## config.mk

```make
export PLATFORM = sky130hd
export DESIGN_NAME = button_debounce_sync
export DESIGN_NICKNAME = d
export VERILOG_FILES = /design/src/rtl/button_debounce_sync.sv
export SDC_FILE = /design/constraint.sdc
export NUM_CORES = 1
export LEC_CHECK = 0
export CORE_ASPECT_RATIO = 1.2
export CORE_MARGIN = 1.5
export CORE_UTILIZATION = 54
export CTS_BUF_LIST = sky130_fd_sc_hd__clkbuf_8
export DETAILED_ROUTE_END_ITERATION = 7
export PLACE_DENSITY = 0.75
export SLEW_MARGIN = 10
export SYNTH_ARGS = -nofsm -noshare
export SYNTH_HDL_FRONTEND = slang
export SYNTH_SLANG_ARGS = --single-unit
```

## constraint.sdc

```tcl
create_clock -name clk -period 1.96 [get_ports clk]
set_input_delay 0.294 -clock clk [delete_from_list [all_inputs] [get_ports clk]]
set_output_delay 0.294 -clock clk [all_outputs]
set_load 0.02 [all_outputs]
```

## src/rtl/button_debounce_sync.sv

```systemverilog
// Pushbutton / switch input conditioner.
//
// Brings a raw, asynchronous, possibly bouncing level into the clk domain through a
// two-flop synchroniser. The synchronised level must then hold a new value for
// STABLE_CNT+1 consecutive FSM samples (STABLE_CNT counted cycles after the first)
// before the clean output q follows it. Any return to the old value restarts the count.
//
// Ports:
//   clk  - system clock, all state updates on the rising edge
//   rst  - asynchronous active-high reset, clears every flop immediately
//   d    - raw asynchronous input level (may glitch or bounce)
//   q    - debounced level (registered)
//   rise - one-cycle pulse in the cycle q goes 0->1 (registered)
//   fall - one-cycle pulse in the cycle q goes 1->0 (registered)
//
// Parameters:
//   STABLE_CNT - cycles a new level must be held before acceptance (2 .. 2**CNT_WIDTH)
//   CNT_WIDTH  - width of the stability counter, must hold STABLE_CNT-1
module button_debounce_sync #(
  parameter int unsigned STABLE_CNT = 50000,
  parameter int unsigned CNT_WIDTH  = 16
) (
  input  logic clk,
  input  logic rst,
  input  logic d,
  output logic q,
  output logic rise,
  output logic fall
);

  typedef enum logic [1:0] {
    StStableLo,
    StWaitHi,
    StStableHi,
    StWaitLo
  } state_e;

  // Terminal count; the exit test happens before the increment so cnt_q never wraps.
  localparam logic [CNT_WIDTH-1:0] CntLast = CNT_WIDTH'(STABLE_CNT - 1);

  logic                 sync1_q;
  logic                 sync2_q;
  state_e               state_q;
  logic [CNT_WIDTH-1:0] cnt_q;
  logic                 q_q;
  logic                 rise_q;
  logic                 fall_q;

  // Two-flop synchroniser; only sync2_q is ever looked at by the filter.
  always_ff @(posedge clk or posedge rst) begin
    if (rst) begin
      sync1_q <= 1'b0;
      sync2_q <= 1'b0;
    end else begin
      sync1_q <= d;
      sync2_q <= sync1_q;
    end
  end

  // Debounce FSM with registered level and edge pulses.
  always_ff @(posedge clk or posedge rst) begin
    if (rst) begin
      state_q <= StStableLo;
      cnt_q   <= '0;
      q_q     <= 1'b0;
      rise_q  <= 1'b0;
      fall_q  <= 1'b0;
    end else begin
      // Pulses last exactly one cycle unless re-asserted below.
      rise_q <= 1'b0;
      fall_q <= 1'b0;
      unique case (state_q)
        StStableLo: begin
          cnt_q <= '0;
          if (sync2_q) begin
            state_q <= StWaitHi;
          end
        end
        StWaitHi: begin
          if (!sync2_q) begin
            // Bounce: discard progress, q untouched.
            state_q <= StStableLo;
            cnt_q   <= '0;
          end else if (cnt_q == CntLast) begin
            state_q <= StStableHi;
            cnt_q   <= '0;
            q_q     <= 1'b1;
            rise_q  <= 1'b1;
          end else begin
            cnt_q <= cnt_q + 1'b1;
          end
        end
        StStableHi: begin
          cnt_q <= '0;
          if (!sync2_q) begin
            state_q <= StWaitLo;
          end
        end
        StWaitLo: begin
          if (sync2_q) begin
            state_q <= StStableHi;
            cnt_q   <= '0;
          end else if (cnt_q == CntLast) begin
            state_q <= StStableLo;
            cnt_q   <= '0;
            q_q     <= 1'b0;
            fall_q  <= 1'b1;
          end else begin
            cnt_q <= cnt_q + 1'b1;
          end
        end
        default: begin
          state_q <= StStableLo;
          cnt_q   <= '0;
        end
      endcase
    end
  end

  assign q    = q_q;
  assign rise = rise_q;
  assign fall = fall_q;

endmodule

```

# After elaboration in Yosys (flattened, before gate mapping)

Cells that the tools add are included.
W data, S select, Z words.

Flip-flop bits (word level): 23
Input bits: 3
Output and inout port bits: 3

Multiplexer cells: 21
Reduce and logical (&&, ||, !) cells: 5
Equal/unequal tests: 12
Add/sub/neg operators: 1

Operators by type and width:

| cell                    | count |
|---|---|
| $mux W16                | 3 |
| $pmux W16 S3            | 1 |
| $add A16 B1 Y16 const B | 1 |
| $eq A16 B16 Y1 const B  | 1 |
| $mux W2                 | 6 |
| $ne A2 B2 Y1 const B    | 6 |
| $mux W1                 | 9 |
| $pmux W2 S4             | 1 |
| $ne A3 B3 Y1 const B    | 2 |
| $reduce_and A5 Y1       | 1 |
| $eq A2 B2 Y1 const B    | 2 |
| $reduce_and A4 Y1       | 1 |
| $eq A2 B1 Y1 const B    | 1 |
| $logic_not A2 Y1        | 1 |
| $pmux W1 S2             | 1 |
| $reduce_bool A2 Y1      | 1 |
| $reduce_or A2 Y1        | 1 |

# Logic depth before layout (Yosys ltp)

Gate-level depths: netlist of the first run.

Word-level depth: 4
Depth in mapped cells: 6
Depth with buffers taken out: 5

# Least setup slack after synthesis of the first run

OpenSTA, ideal clock, no wires.

Kind: reg2reg
Start: register cnt_q[7]
End: register q_q (netlist: q)
Cell stages (with the launch flop): 5
Slack: -7 ps
Arrival time: 1843 ps
Setup time: 124 ps
Period minus slack after synthesis: 1967 ps
Buffers on the path: 1
Cell sequence: dfrtp_1 or4_1 or4_1 buf_2 a211o_1

Longest elaborated chain between the ends: 3
Elaborated cells between the ends (all ways): 4
Those cells by class: 3 x eq/ne; 1 x reduce/logical

RTL lines:

| what                            | RTL line | source |
|---|---|---|
| start, declared                 | 44       | `logic [CNT_WIDTH-1:0] cnt_q;` |
| start signal, assigned          | 90       | `cnt_q <= cnt_q + 1'b1;` |
| start signal, assigned          | 109      | `cnt_q <= cnt_q + 1'b1;` |
| $eq A16 B16 Y1 (*)              | 84, 103  |  |
| $ne A2 B2 Y1 (no line)          | n/a      |  |
| $reduce_and A5 Y1 (no line) (*) | n/a      |  |
| end signal, assigned            | 65       | `q_q <= 1'b0;` |
| end signal, assigned            | 87       | `q_q <= 1'b1;` |
| end signal, assigned            | 106      | `q_q <= 1'b0;` |
| end, declared                   | 45       | `logic q_q;` |

Mark *: on every way between the ends. The rest lies on a longest branch, timed or not.
A chain may end at the register's enable or synchronous reset.

# Worst setup path in the final report of the first run

Ends and elaborated chain as after synthesis.

==> impl_metrics.tcl, run 1 <==
set metrics [dict create \
    run_status "finished, final reports clean" \
    ir_drop_uv 499 \
    vias 745 \
    clock_tree.root_cell "sky130_fd_sc_hd__clkbuf_8" \
    drt_pre_antenna_iters 4 \
    drtAntennaViolNets 0 \
    cp-end-kind "register" \
    synth.cell_area_um2 1050 \
    fp.dieH_um 51.4 \
    ys_ff_latch 23 \
    num-nets-final 122 \
    post_synth_xor_area_fraction 0.108 \
    grt-ovfl-total 0 \
    maxSlewViolCount 0 \
    routedWlPerCell_um 13.9 \
    max_slew_margin 0.761 \
    clock_tree_from_tritoncts "done" \
    f_max_ghz 0.523 \
    avgViaCountPerCell 5.48 \
    worst_ep_required_ns 2.11 \
    route.detailed.drc 0 \
    grt_max_degree 24 \
    totalWireLength_um 1900 \
    ctsLongestPathBuffers 2 \
    rsz0062_at_grt "false" \
    cellLeakagePower_uw 0.000541 \
    dieArea_um2 2230 \
    ys_seq_area_frac 0.546 \
    ff_latch_area_um2 576 \
    syn-num-nets 105 \
    final_util 0.681 \
    synth.distinct_cells 29 \
    multi_input_area_um2 467 \
    total_power_uw 804 \
    tritoncts_num_sinks 23 \
    worst_skew_pair.late_latency_ns 0.27 \
    cp_cell_sequence "or4_4 > or4_4 > a211o_1" \
    flow.area_growth_from_synthesis_pct 18.0 \
    first_global_vias 740 \
    timing.critical_path.slowest_cell_delay_ns 0.57 \
    die_width_um 43.3 \
    layout.filler_cells 152 \
    place.detailed.hpwl_um 1360 \
    globalplace.congestion 0.859 \
    synth_cells 101 \
    timing.critical_path.fanout_max 6 \
    timing_hold_violations_final 0 \
    number_of_maximum_capacitance_violations 0 \
    yosys.area_share.simple 0.269 \
    final-setup-viol-count 0 \
    timing_worst_setup_path_type "reg2reg" \
    worstMarginPinSlew_ns 0.357 \
    core-area_um2 1830 \
    syn-mean-instance-area_um2 10.4 \
    yosys.area_share.adder 0.0119 \
    groute.usage.overall 0.213 \
    min_path_type "reg2reg" \
    dr.first_iter.drc_count 18 \
    grt_first_pass_wirelength_um 3380 \
    placementRows 17 \
    postSynth.asyncResetShare 1.00 \
    finalClockSkew_ns 0.00607 \
    ioPinCount 6 \
    io_buffers 5 \
    grt_antenna_before_repair 0 \
    numCtsBuffers 3 \
    htree_levels 1 \
    mostFrequentLayoutCell "sky130_fd_sc_hd__dfrtp_1" \
    antenna-diode-count 0 \
    edff_count_synth 0 \
    largest_family_of_logic_cells_by_synthesized_area "simple AND/OR/NAND/NOR gates" \
    timing.final.crit_share 0.976 \
    slowest_stage_cell_crit_path "sky130_fd_sc_hd__or4_4" \
    commonest_cells_after_routing_fill_and_taps_aside "sky130_fd_sc_hd__dfrtp_1, sky130_fd_sc_hd__nor2_1, sky130_fd_sc_hd__buf_4" \
    ys_warn_count 0 \
    power.density_nw_per_um2 646 \
    startpoint_type "register" \
    cpMostUsedCell "sky130_fd_sc_hd__or4_4" \
    top_reg_cell_synth "sky130_fd_sc_hd__dfrtp_1" \
    arrival_ns 2.06 \
    synth_compound_gate_area_share 0.0391 \
    clk_pin_slew_worst_paths_ns 0.08 \
    floorplan.initialDensity 0.577 \
    post_route_cells_drive_above_1_share 0.179 \
    post-route-min-period_ns 1.91 \
    post_synth_mux_area_share 0 \
]
## final timing paths
path | startpoint | to | slack, ns | cells after the start
worst min register to register | sync1_q | sync2_q | 0.35 | 0
worst max-delay path | cnt_q[7] | q | 0.05 | 3
min in group asynchronous | rst | cnt_q[14] | 0.36 | 3
worst max register to register | cnt_q[7] | q | 0.05 | 3
max in group asynchronous | rst | state_q[0] | 1.38 | 3
worst min-delay path | sync1_q | sync2_q | 0.35 | 0
## cell type report
class / count / area share
clock buffers: 3 / 0.0332
clock inverters: 1 / 0.00402
inverters: 4 / 0.0121
multi-input cells: 72 / 0.375
flip-flops and latches: 23 / 0.462
well taps: 19 / 0.0191
repair buffers: 14 / 0.0945
## registers in the layout (all words and copies together) (netlist names), named ones only
register  flops
cnt_q        16
fall          1
q             1
rise          1
state_q       1
sync1_q       1
sync2_q       1
## cell usage after synthesis (3+ instances only)
library cell / number / area share
sky130_fd_sc_hd__xor2_1: 7 / 0.058
sky130_fd_sc_hd__nand4_1: 7 / 0.042
sky130_fd_sc_hd__dfrtp_1: 23 / 0.55
sky130_fd_sc_hd__inv_1: 4 / 0.014
sky130_fd_sc_hd__or4_1: 3 / 0.021
sky130_fd_sc_hd__o21ai_0: 3 / 0.014
sky130_fd_sc_hd__nor2_1: 14 / 0.050
sky130_fd_sc_hd__nand3_1: 4 / 0.019
sky130_fd_sc_hd__xnor2_1: 6 / 0.050
sky130_fd_sc_hd__nand2_1: 7 / 0.025
## metrics by stage
stage          setup slack (ns)  hold WS [ns]  instance area, um2  TNS (ns)  cells
2_1_floorplan           0.00557         0.296                1060         0    101
3_3_place_gp             0.0317         0.332                1180         0    132
3_5_place_dp            -0.0172         0.336                1180   -0.0172    132
4_1_cts                 0.00388         0.355                1230         0    136
5_1_grt                  0.0125         0.360                1240         0    136
6_report                 0.0470         0.351                1240         0    136
## metal layers
| metal | up-vias | wire [um] | track usage |
|---|---|---|---|
| met1 | 347 | 914 | 0.277 |
| met2 | 9 | 903 | 0.331 |
| met3 | 5 | 37 | 0.0424 |
| met4 | 0 | 43 | 0.116 |
| li1 | 384 | - | - |
| met5 | - | 0 | 0 |
## what timing repair did
action | CTS | global route
pin swaps | 0 | 2
resized for setup | 1 | 2
endpoints found under the setup margin | 1 | 16
buffers inserted | 0 | 0
hold buffers | 0 | 0
## cell families (layout without fill, tap and decap cells)
logic type               after synthesis  count (layout)
AND/OR/NAND/NOR                       51              51
XOR/XNOR                              13              13
buffers and inverters                  6              22
flip-flops                            23              23
AO/OA/AOI/OAI                          7               7
adder cells (fa/ha/maj)                1               1
## power breakdown
group	switching [uW]	leakage (uW)	total, uW	internal (uW)
Combinational	19.5	0.000202	30.0	10.5
Clock	149	0.0000255	291	142
Sequential	4.35	0.000313	483	479
## worst max-delay path, delay by kind of cell (launching register included)
kind	cells	cell delay (ns)
AOI/OAI and AO/OA	1	0.31
DFF	1	0.39
and+or+nand+nor	2	1.10
No activity file was read; power rests on OpenSTA's default activity.
==> inputs of run 2 (changes only) <==
--- a/config.mk
+++ b/config.mk
@@ -9,6 +9,7 @@
 export CORE_MARGIN = 1.5
 export CORE_UTILIZATION = 54
 export CTS_BUF_LIST = sky130_fd_sc_hd__clkbuf_8
+export CTS_CLUSTER_DIAMETER = 150
 export DETAILED_ROUTE_END_ITERATION = 7
 export PLACE_DENSITY = 0.75
 export SLEW_MARGIN = 10
==> constraint.sdc (replaced) <==
create_clock -name clk -period 1.67 [get_ports clk]
set_input_delay 0.2505 -clock clk [delete_from_list [all_inputs] [get_ports clk]]
set_output_delay 0.2505 -clock clk [all_outputs]
set_load 0.02 [all_outputs]
==> impl_metrics.tcl, run 2 (synthesized netlist as in run 1, its figures left out) <==
set metrics [dict create \
    globalplace.congestion 0.906 \
    grt_max_degree 17 \
    arrival_ns 2.05 \
    grt_antenna_before_repair 0 \
    drt_pre_antenna_iters 4 \
    grt-ovfl-total 0 \
    final-setup-viol-count 20 \
    f_max_ghz 0.529 \
    first_global_vias 822 \
    groute.usage.overall 0.232 \
    drtAntennaViolNets 0 \
    num-nets-final 129 \
    design_area_um2 1330 \
    total_power_uw 952 \
    largest_register_ffs 16 \
    timing_worst_setup_path_type "reg2reg" \
    placementRows 17 \
    slowest_stage_cell_crit_path "sky130_fd_sc_hd__or4_4" \
    timing.final.crit_share 1.13 \
    numCtsBuffers 3 \
    timing.critical_path.fanout_max 6 \
    antenna-diode-count 0 \
    die_width_um 43.3 \
    fp.dieH_um 51.4 \
    tritoncts_num_sinks 23 \
    cellLeakagePower_uw 0.000587 \
    maxSlewViolCount 0 \
    layout.filler_cells 136 \
    clk_pin_slew_worst_paths_ns 0.08 \
    post-route-min-period_ns 1.89 \
    ioPinCount 6 \
    ctsLongestPathBuffers 2 \
    rsz0062_at_grt "true" \
    io_buffers 5 \
    grt_first_pass_wirelength_um 3730 \
    worstMarginPinSlew_ns 0.402 \
    final_util 0.729 \
    multi_input_area_um2 479 \
    failed_checks "negative setup slack" \
    postPlaceCellArea_um2 1250 \
    avgViaCountPerCell 5.83 \
    routedWlPerCell_um 15.0 \
    dr.first_iter.drc_count 20 \
    pre_cts_slack_ns -0.254 \
    clock_tree.root_cell "sky130_fd_sc_hd__clkbuf_8" \
    number_of_maximum_capacitance_violations 0 \
    vias 833 \
    place.detailed.hpwl_um 1530 \
    worst_ep_required_ns 1.82 \
    max_slew_margin 0.728 \
    core-area_um2 1830 \
    worst_skew_pair.late_latency_ns 0.26 \
    fin_ws_ns -0.222 \
    power.density_nw_per_um2 714 \
    mostFrequentLayoutCell "sky130_fd_sc_hd__dfrtp_1" \
    registers.top_by_ff_count "cnt_q" \
    ir_drop_uv 502 \
    post_route_cells_drive_above_1_share 0.242 \
    cp-end-kind "register" \
    ff_latch_area_um2 576 \
    timing_hold_violations_final 0 \
    flow.area_growth_from_synthesis_pct 26.5 \
    setup_tns_ns -3.61 \
    clock_tree_from_tritoncts "done" \
    dieArea_um2 2230 \
    post_cts_hold_buffer_count 0 \
    run_status "finished, violations left" \
    cp_cell_sequence "or4b_4 > or4_4 > a211o_1" \
    startpoint_type "register" \
    finalClockSkew_ns 0.00346 \
    totalWireLength_um 2140 \
    min_path_type "in2async" \
    htree_levels 1 \
    commonest_cells_after_routing_fill_and_taps_aside "sky130_fd_sc_hd__dfrtp_1, sky130_fd_sc_hd__nor2_1, sky130_fd_sc_hd__buf_4" \
    timing.critical_path.slowest_cell_delay_ns 0.58 \
    floorplan.initialDensity 0.577 \
    route.detailed.drc 0 \
]
run 2: cell type report:
type | count | share of cell area
Sequential cell | 23 | 0.432
Multi-Input combinational cell | 72 | 0.359
Timing Repair Buffer | 21 | 0.146
Clock buffer | 3 | 0.0310
Tap cell | 19 | 0.0178
Inverter | 4 | 0.0113
Clock inverter | 1 | 0.00281
run 2: per-layer routing:
layer	vias to the layer above	share of wire	global-route usage
met1	407	0.42	0.279
met5	-	0	0
met4	0	0.016	0.106
met2	26	0.53	0.396
met3	4	0.037	0.0424
li1	396	-	-
run 2: repair_timing:
item,CTS,global route
resized for setup,7,1
cloned,0,0
pin swaps,2,1
endpoints found under the setup margin,20,20
hold endpoints to repair,0,0
setup buffers,1,0
run 2: report_power, final:
group	leakage (uW)	total [uW]	switching, uW	internal (uW)
Sequential	0.000313	567	4.55	562
Clock	0.0000269	337	173	164
Combinational	0.000246	47.7	26.1	21.6
Total	0.000587	952	204	748
run 2: worst paths after layout:
path	startpoint	to	slack, ns	cells after the start
setup / recovery	cnt_q[13]	q	-0.22	3
hold / removal	rst	cnt_q[9]	0.23	2
setup reg to reg	cnt_q[13]	q	-0.22	3
hold reg to reg	sync1_q	sync2_q	0.37	0
max in group asynchronous	rst	state_q[0]	1.05	3
min in group clk	sync1_q	sync2_q	0.37	0
run 2: metrics by stage:
stage / cells / hold WS (ns)
after floorplan: 101 / 0.252
after global placement: 138 / 0.333
after detailed placement: 138 / 0.354
after CTS: 143 / 0.242
after global routing: 143 / 0.287
final: 143 / 0.232
run 2: worst max-delay path: cells and delay by family (launching register included):
kind             cells  cell delay (ns)
AO/OA/AOI/OAI        1             0.27
AND/OR/NAND/NOR      2             1.12
flip-flops           1             0.38
